**src/rtl/serial_add_sub.sv**
```systemverilog
// Bit-serial adder/subtractor: a single 1-bit add/sub cell and a carry/borrow flop,
// reused over WIDTH clocks, LSB first, behind a start/busy/done handshake.
module serial_add_sub #(
  parameter int unsigned WIDTH = 8
) (
  input  logic             clk,
  input  logic             rst,
  input  logic             start,
  input  logic [WIDTH-1:0] a,
  input  logic [WIDTH-1:0] b,
  input  logic             sel,
  input  logic             cin_bin,
  output logic             busy,
  output logic             done,
  output logic [WIDTH-1:0] sum_diff,
  output logic             cout_bout
);

  typedef enum logic [1:0] {
    S_IDLE = 2'd0,
    S_RUN  = 2'd1,
    S_DONE = 2'd2
  } state_t;

  localparam int unsigned     CNT_W    = (WIDTH > 1) ? $clog2(WIDTH) : 1;
  localparam logic [CNT_W-1:0] CNT_LAST = CNT_W'(WIDTH - 1);

  state_t             state_q,     state_d;
  logic [WIDTH-1:0]   a_sh_q,      a_sh_d;
  logic [WIDTH-1:0]   b_sh_q,      b_sh_d;
  logic [WIDTH-1:0]   res_q,       res_d;
  logic               sel_q,       sel_d;
  logic               c_q,         c_d;
  logic [CNT_W-1:0]   cnt_q,       cnt_d;
  logic [WIDTH-1:0]   sum_diff_q,  sum_diff_d;
  logic               cout_bout_q, cout_bout_d;

  // One-bit add/sub cell operating on the current LSBs and the carry/borrow flop.
  logic a_bit, b_bit, prop, s_bit, c_next;
  logic [WIDTH-1:0] res_shift;

  always_comb begin
    a_bit  = a_sh_q[0];
    b_bit  = b_sh_q[0];
    prop   = a_bit ^ b_bit;
    s_bit  = prop ^ c_q;
    c_next = sel_q ? ((~a_bit & b_bit) | (~prop & c_q))
                   : ((a_bit & b_bit) | (c_q & prop));
  end

  // Result bits enter at the MSB so the word is aligned after exactly WIDTH steps.
  generate
    if (WIDTH == 1) begin : g_res_w1
      assign res_shift = s_bit;
    end else begin : g_res_wn
      assign res_shift = {s_bit, res_q[WIDTH-1:1]};
    end
  endgenerate

  // NOTE: every output of this block is given a hold value first, so no path leaves one unassigned and no latch is inferred.
  always_comb begin
    state_d     = state_q;
    a_sh_d      = a_sh_q;
    b_sh_d      = b_sh_q;
    res_d       = res_q;
    sel_d       = sel_q;
    c_d         = c_q;
    cnt_d       = cnt_q;
    sum_diff_d  = sum_diff_q;
    cout_bout_d = cout_bout_q;

    unique case (state_q)
      S_IDLE, S_DONE: begin
        if (start) begin
          a_sh_d  = a;
          b_sh_d  = b;
          sel_d   = sel;
          c_d     = cin_bin;
          cnt_d   = '0;
          res_d   = '0;
          state_d = S_RUN;
        end else begin
          state_d = S_IDLE;
        end
      end
      S_RUN: begin
        a_sh_d = a_sh_q >> 1;
        b_sh_d = b_sh_q >> 1;
        res_d  = res_shift;
        c_d    = c_next;
        cnt_d  = cnt_q + CNT_W'(1);
        if (cnt_q == CNT_LAST) begin
          sum_diff_d  = res_shift;
          cout_bout_d = c_next;
          cnt_d       = '0;
          state_d     = S_DONE;
        end
      end
      default: state_d = S_IDLE;
    endcase
  end

  // NOTE: state is updated with non-blocking assignments so every flop samples pre-edge values.
  always_ff @(posedge clk) begin
    if (rst) begin
      state_q     <= S_IDLE;
      a_sh_q      <= '0;
      b_sh_q      <= '0;
      res_q       <= '0;
      sel_q       <= 1'b0;
      c_q         <= 1'b0;
      cnt_q       <= '0;
      sum_diff_q  <= '0;
      cout_bout_q <= 1'b0;
    end else begin
      state_q     <= state_d;
      a_sh_q      <= a_sh_d;
      b_sh_q      <= b_sh_d;
      res_q       <= res_d;
      sel_q       <= sel_d;
      c_q         <= c_d;
      cnt_q       <= cnt_d;
      sum_diff_q  <= sum_diff_d;
      cout_bout_q <= cout_bout_d;
    end
  end

  assign busy      = (state_q == S_RUN);
  assign done      = (state_q == S_DONE);
  assign sum_diff  = sum_diff_q;
  assign cout_bout = cout_bout_q;

endmodule

```
**config.mk**
```make
export PLATFORM = sky130hd
export DESIGN_NAME = serial_add_sub
export DESIGN_NICKNAME = d
export VERILOG_FILES = /design/src/rtl/serial_add_sub.sv
export SDC_FILE = /design/constraint.sdc
export NUM_CORES = 1
export LEC_CHECK = 0
export BUFFER_PORTS_ARGS = -buffer_cell sky130_fd_sc_hd__buf_2
export CELL_PAD_IN_SITES_DETAIL_PLACEMENT = 1
export CELL_PAD_IN_SITES_GLOBAL_PLACEMENT = 2
export CORE_MARGIN = 10
export CORE_UTILIZATION = 33
export DETAILED_ROUTE_END_ITERATION = 10
export GPL_TIMING_DRIVEN = 0
export PLACE_DENSITY_LB_ADDON = 0.12
export SYNTH_ARGS = -nofsm -noshare
export SYNTH_HDL_FRONTEND = slang
export SYNTH_SLANG_ARGS = --single-unit
export TNS_END_PERCENT = 10
```
**constraint.sdc**
```tcl
create_clock -name clk -period 2.3 [get_ports clk]
set_input_delay 0 -clock clk [delete_from_list [all_inputs] [get_ports clk]]
set_output_delay 0 -clock clk [all_outputs]
set_load 0.01 [all_outputs]
```
==> metrics.txt, run 1 <==
initial standard-cell utilization of the core 0.341; Hold Buf Count CTS 17; Inserted Diodes 0; kind of cell adding the most delay to the critical path adder cells; number of nets produced by synthesis approximately 220; mean instance size in the synthesized netlist roughly 8.3 um2; Post CTS Setup Buffer Count 0; Pre-antenna DRT Iters 4; boundary pin count 32; maximum number of pins on one net before global-route repair 13; count of input and output buffers 30; count of vias placed by the detailed router 1531; floorplan die area roughly 8100 um2; slowest cell delay on critical path roughly 370 ps; Layout Nets 272; clock root buffer clkbuf_8; slowest cell on the critical path dfxtp_1; sum of net half-perimeters after detailed placement between 3 and 4 mm; H-tree depth 2; max-capacitance violation count 0; Ys Warns 0; sequential area share after synthesis 0.485; Setup crit end kind register; kind of critical path register to register; synthesized flop and latch total 39; hold slack approximately 13 ps; slew at the pin with the worst max-slew slack 493 ps; worst relative slew slack 0.672; CP most frequent cell ha_1; FP Rows 25; Post-Synthesis Cell Area approximately 1600 um2; DIE HEIGHT 89.9 um; All-Layer GR Usage 0.117; setup slack of the most critical reg-to-reg path 760 ps; clock period minus final worst setup slack about 1500 ps; area overhead of the layout relative to synthesis 32.4%; initial antenna violation count 0; number of DRC markers after the initial detailed-route iteration 43; final hold violations 0; largest driver fanout on the critical path 10; Setup TNS 0 ps; Data required, critical path approximately 2500 ps; leakage power figure 0.000863 uW; period utilization 0.672; worst min path class input port to register; die outline width ~90 um; outcome finished, final reports clean; unrepaired setup endpoints after global routing no; clk slew on worst S/H paths around 80 ps; Routed Antenna Nets 0; RePlAce Congestion 0.736; standard cell core area 4720 um2; number of vias per cell after detailed routing approximately 5; Fmax achieved between 600 and 700 MHz; Total Wirelength around 4.5 mm; maximum clock path buffer count 2; max-slew violation count 0; gate count after technology mapping around 190; number of clock sinks 39; data arrival at the endpoint of the critical path 1760 ps; mean routed wirelength per cell approximately 14 um; total clock buffers created by CTS 5; vias in the first global route between 1500 and 2000; final global-route overflow total 0; Resize count post-CTS 0; CP Buf/Inv Count 1; Distinct cells, synth 25; total power density per cell area 712 nW/um2; ordered list of cells on the worst path ha_1 > ha_1 > and3b_1 > buf_2 > nor2_1 > a211oi_1; final setup fails 0; fill cell instance count of the final layout ~580; remaining design rule violation count 0; Critical Path Source Type register; CTS tree yes; clk_skew a little over 8 ps; wire length of the first global-routing pass approximately 8.0 mm; IR drop worst, VDD just under 0.3 mV; proportion of layout cells with a drive suffix above 1 0.202; worst-skew pair later-pin latency between 200 and 300 ps
-- per-layer routing --
layer  routed length [um]  global-route usage  vias up
li1                     -                   -      763
met3                  197              0.0391        5
met2                 2290               0.205       26
met5                    0                   0        -
met1                 1950               0.132      737
met4                   44              0.0279        0
-- layout by cell type (no fill, tap or decap) --
cell type      count
buf_4              5
clkbuf_1           2
and3b_1            1
mux2i_1            1
o21a_1             1
nor2b_1            2
a211oi_1           2
a311oi_1          14
inv_1              1
clkinv_2           1
nand2_1           54
fa_1               2
a2bb2oi_1          1
dfxtp_1           39
nand3b_1           1
buf_6              2
nand3_1           12
bufinv_16          1
dlygate4sd3_1     17
nand2b_1           3
a31oi_1            1
clkbuf_8           6
nor2_1            19
nor4b_1            1
ha_1               2
buf_1              1
buf_2             35
a21oi_1           20
clkinv_1           1
-- logic make-up after synthesis --
kind of cell    Yosys count  share of synthesized area
compound gates           39                      0.162
fa+ha+maj                 4                     0.0404
buf+inv                  17                     0.0645
flops                    39                      0.485
mux                       1                    0.00622
simple gates             93                      0.242
-- registers in the layout, indices dropped and copies added, names as in the netlist --
register / flops
cnt_q: 3
b_sh_q: 8
res_q: 7
cout_bout: 1
sum_diff: 8
state_q: 2
a_sh_q: 8
c_q: 1
sel_q: 1
-- synth_stat cells, drive strengths merged --
cell type / number / area [um2]
fa: 2 / 40.0
nand2b: 3 / 18.8
nand3: 12 / 60.1
clkbuf: 2 / 7.51
a2bb2oi: 1 / 8.76
mux2i: 1 / 10.0
a21oi: 20 / 100
a311oi: 14 / 123
buf: 13 / 88.8
inv: 1 / 3.75
a211oi: 2 / 15.0
nand3b: 1 / 7.51
nor4b: 1 / 8.76
clkinv: 1 / 3.75
and3b: 1 / 8.76
nor2b: 2 / 12.5
o21a: 1 / 7.51
nand2: 54 / 203
nor2: 19 / 71.3
a31oi: 1 / 6.26
ha: 2 / 25.0
dfxtp: 39 / 781
-- through the flow --
step	instance area, um2	util	instances	power, uW	worst slack, ps
after floorplan	1610	-	193	859	960
after global placement	1840	0.390	290	911	837
after detailed placement	1840	0.390	290	920	751
after CTS	2130	0.451	315	1540	735
after global routing	2130	0.451	315	1600	605
final	2130	0.451	315	1520	755
-- report_power, final --
part           leakage, uW  switching (uW)  internal [uW]
logic             0.000483             101           88.6
clock network    0.0000612             246            351
registers         0.000318            23.3            709
-- worst min-delay path: stages --
cell and delay (ps):
buf_2 80, a2bb2oi_1 50, a21oi_1 120
-- worst paths after layout --
path / start / depth (start not counted) / endpoint
max reg2reg: cnt_q[0] / 6 / sum_diff[7]
max: cnt_q[0] / 6 / sum_diff[7]
min: cin_bin / 3 / c_q
min reg2reg: sum_diff[6] / 2 / sum_diff[6]
-- layout make-up --
type	instances	area (um2)	share of cell area
buffer	15	96.3	0.0452
clock inverter	2	35.0	0.0164
sequential	39	781	0.366
clock buffer	6	82.6	0.0387
multi-input combinational	137	726	0.340
inverter	2	7.51	0.00352
tap	67	83.8	0.0393
timing repair buffer	47	320	0.150
(Power assumes the default switching activity.)
==> run 2, diff against run 1 <==
--- a/config.mk
+++ b/config.mk
@@ -9,7 +9,7 @@
 export CELL_PAD_IN_SITES_DETAIL_PLACEMENT = 1
 export CELL_PAD_IN_SITES_GLOBAL_PLACEMENT = 2
 export CORE_MARGIN = 10
-export CORE_UTILIZATION = 33
+export CORE_UTILIZATION = 31
 export DETAILED_ROUTE_END_ITERATION = 10
 export GPL_TIMING_DRIVEN = 0
 export PLACE_DENSITY_LB_ADDON = 0.12
==> constraint.sdc (replaced) <==
create_clock -name clk -period 1.6 [get_ports clk]
set_input_delay 0 -clock clk [delete_from_list [all_inputs] [get_ports clk]]
set_output_delay 0 -clock clk [all_outputs]
set_load 0.01 [all_outputs]
==> run 2 against run 1 <==
Sequential cell count is the same. Combinational power rose by 48%. Register-to-register slack worse by 630 ps. Worst setup slack got worse by 630 ps. Critical path type unchanged. Largest power group unchanged. Highest routed layer unchanged.
==> metrics.txt, run 2 (same netlist as run 1, synthesis figures left out) <==
unrepaired setup endpoints after global routing no; Inserted Diodes 0; max-slew violation count 0; clock root buffer clkbuf_8; DIE HEIGHT between 90 and 100 um; Critical Path Source Type register; Routed Antenna Nets 0; total clock buffers created by CTS 5; remaining design rule violation count 0; Cells after DPL just under 300; mean routed wirelength per cell between 10 and 15 um; clock period minus final worst setup slack about 1500 ps; worst relative slew slack 0.655; count of vias placed by the detailed router roughly 1500; kind of critical path register to register; sum of net half-perimeters after detailed placement approximately 3.5 mm; met2 routed wirelength 2.36 mm; met1 WL 2.03 mm; max-capacitance violation count 0; CP Buf/Inv Count 1; RePlAce Congestion 0.751; area overhead of the layout relative to synthesis 30.8%; worst-skew pair later-pin latency 280 ps; Data required, critical path between 1500 and 2000 ps; Pre-antenna DRT Iters 4; initial standard-cell utilization of the core 0.317; Setup crit end kind register; maximum clock path buffer count 2; slowest cell delay on critical path between 400 and 500 ps; clk_skew between 4 and 5 ps; worst min path class input port to register; detailed-routed wire length on met3 roughly 170 um; final std cells w/o fill roughly 320; CTS tree yes; maximum number of pins on one net before global-route repair 13; standard cell core area ~5000 um2; largest driver fanout on the critical path 3; All-Layer GR Usage 0.114; most common cell after layout, fill and taps aside nand2_1; total power density per cell area just over 900 nW/um2; final standard cell utilization of the core 0.415; floorplan die area 8480 um2; Setup TNS 0 ps; slowest cell on the critical path fa_1; number of DRC markers after the initial detailed-route iteration 36; initial antenna violation count 0; period utilization 0.922; clk slew on worst S/H paths around 70 ps; IR drop worst, VDD about 0.48 mV; H-tree depth 2; proportion of layout cells with a drive suffix above 1 0.219; die outline width approximately 92 um; Post CTS Setup Buffer Count 0; kind of cell adding the most delay to the critical path adder cells; count of input and output buffers 30; data arrival at the endpoint of the critical path around 1600 ps; uppermost metal layer occupied by signal nets met4; final setup fails 0; Layout Nets approximately 270; commonest non-fill, non-tap cells in the layout 54 x nand2_1, 38 x dfxtp_1, 34 x buf_2; final hold violations 0; number of clock sinks 39; ordered list of cells on the worst path inv_1 > fa_1 > mux2i_2 > a2bb2oi_1 > a21oi_1; vias in the first global route between 1500 and 2000; number of vias per cell after detailed routing approximately 4.8; FP Rows 26; Total Wirelength roughly 4.6 mm; Fmax achieved 678 MHz; slew at the pin with the worst max-slew slack 518 ps; outcome finished, final reports clean; final global-route overflow total 0; leakage power figure 0.000841 uW; wire length of the first global-routing pass slightly below 8 mm; boundary pin count 32
-- run 2: cell count changes in the layout (fill, tap and decap cells not counted), sizes merged --
| cell | change |
|---|---|
| bufinv | -1 |
| clkbuf | -1 |
| clkinv | +1 |
| clkinvlp | +1 |
| dlygate4sd3 | -1 |
-- run 2: final cells by class --
cell class,count,area [um2]
Sequential cell,39,782
Buffer,15,98.8
Inverter,2,11.3
Timing Repair Buffer,46,310
Tap cell,70,87.6
Clock buffer,5,68.8
Clock inverter,3,15.0
Multi-Input combinational cell,137,732
Fill cell,650,2970
-- run 2: worst min-delay path: stages --
cell      delay (ps)
buf_2             90
nand2_1           60
a311oi_1         100
-- run 2: repair_timing --
action                                 in CTS  in global routing
endpoints found under the hold margin      16                  0
setup endpoints to repair                   0                  3
resized for setup                           0                  6
hold buffers                               16                  0
-- run 2: routing by layer --
metal	GRT usage	vias up
met3	0.0383	4
met1	0.131	749
li1	-	760
met4	0.0373	0
met5	0	-
met2	0.193	23
-- run 2: final timing paths --
check	from	slack, ps	cells past startpoint	endpoint
max	a_sh_q[0]	120	5	c_q
min	b[2]	10	3	b_sh_q[2]
max reg2reg	a_sh_q[0]	120	5	c_q
min reg2reg	sum_diff[6]	450	2	sum_diff[6]
-- run 2: power breakdown --
part / internal (uW) / total (uW) / switching [uW] / leakage [uW]
clock: 298 / 629 / 331 / 0.0000477
combinational: 128 / 281 / 153 / 0.000474
sequential: 1020 / 1050 / 34.2 / 0.000319
total: 1450 / 1960 / 518 / 0.000841
-- run 2: per-stage QoR --
step | setup WS [ps] | hold slack, ps | instance area [um2] | total power (uW)
after floorplan | 260 | 136 | 1610 | 1230
after global placement | 144 | 258 | 1850 | 1310
after detailed placement | 55.6 | 271 | 1850 | 1330
after CTS | 37.0 | 9.50 | 2090 | 2000
after global routing | 17.2 | 11.7 | 2110 | 2090
final | 124 | 14.8 | 2110 | 1960
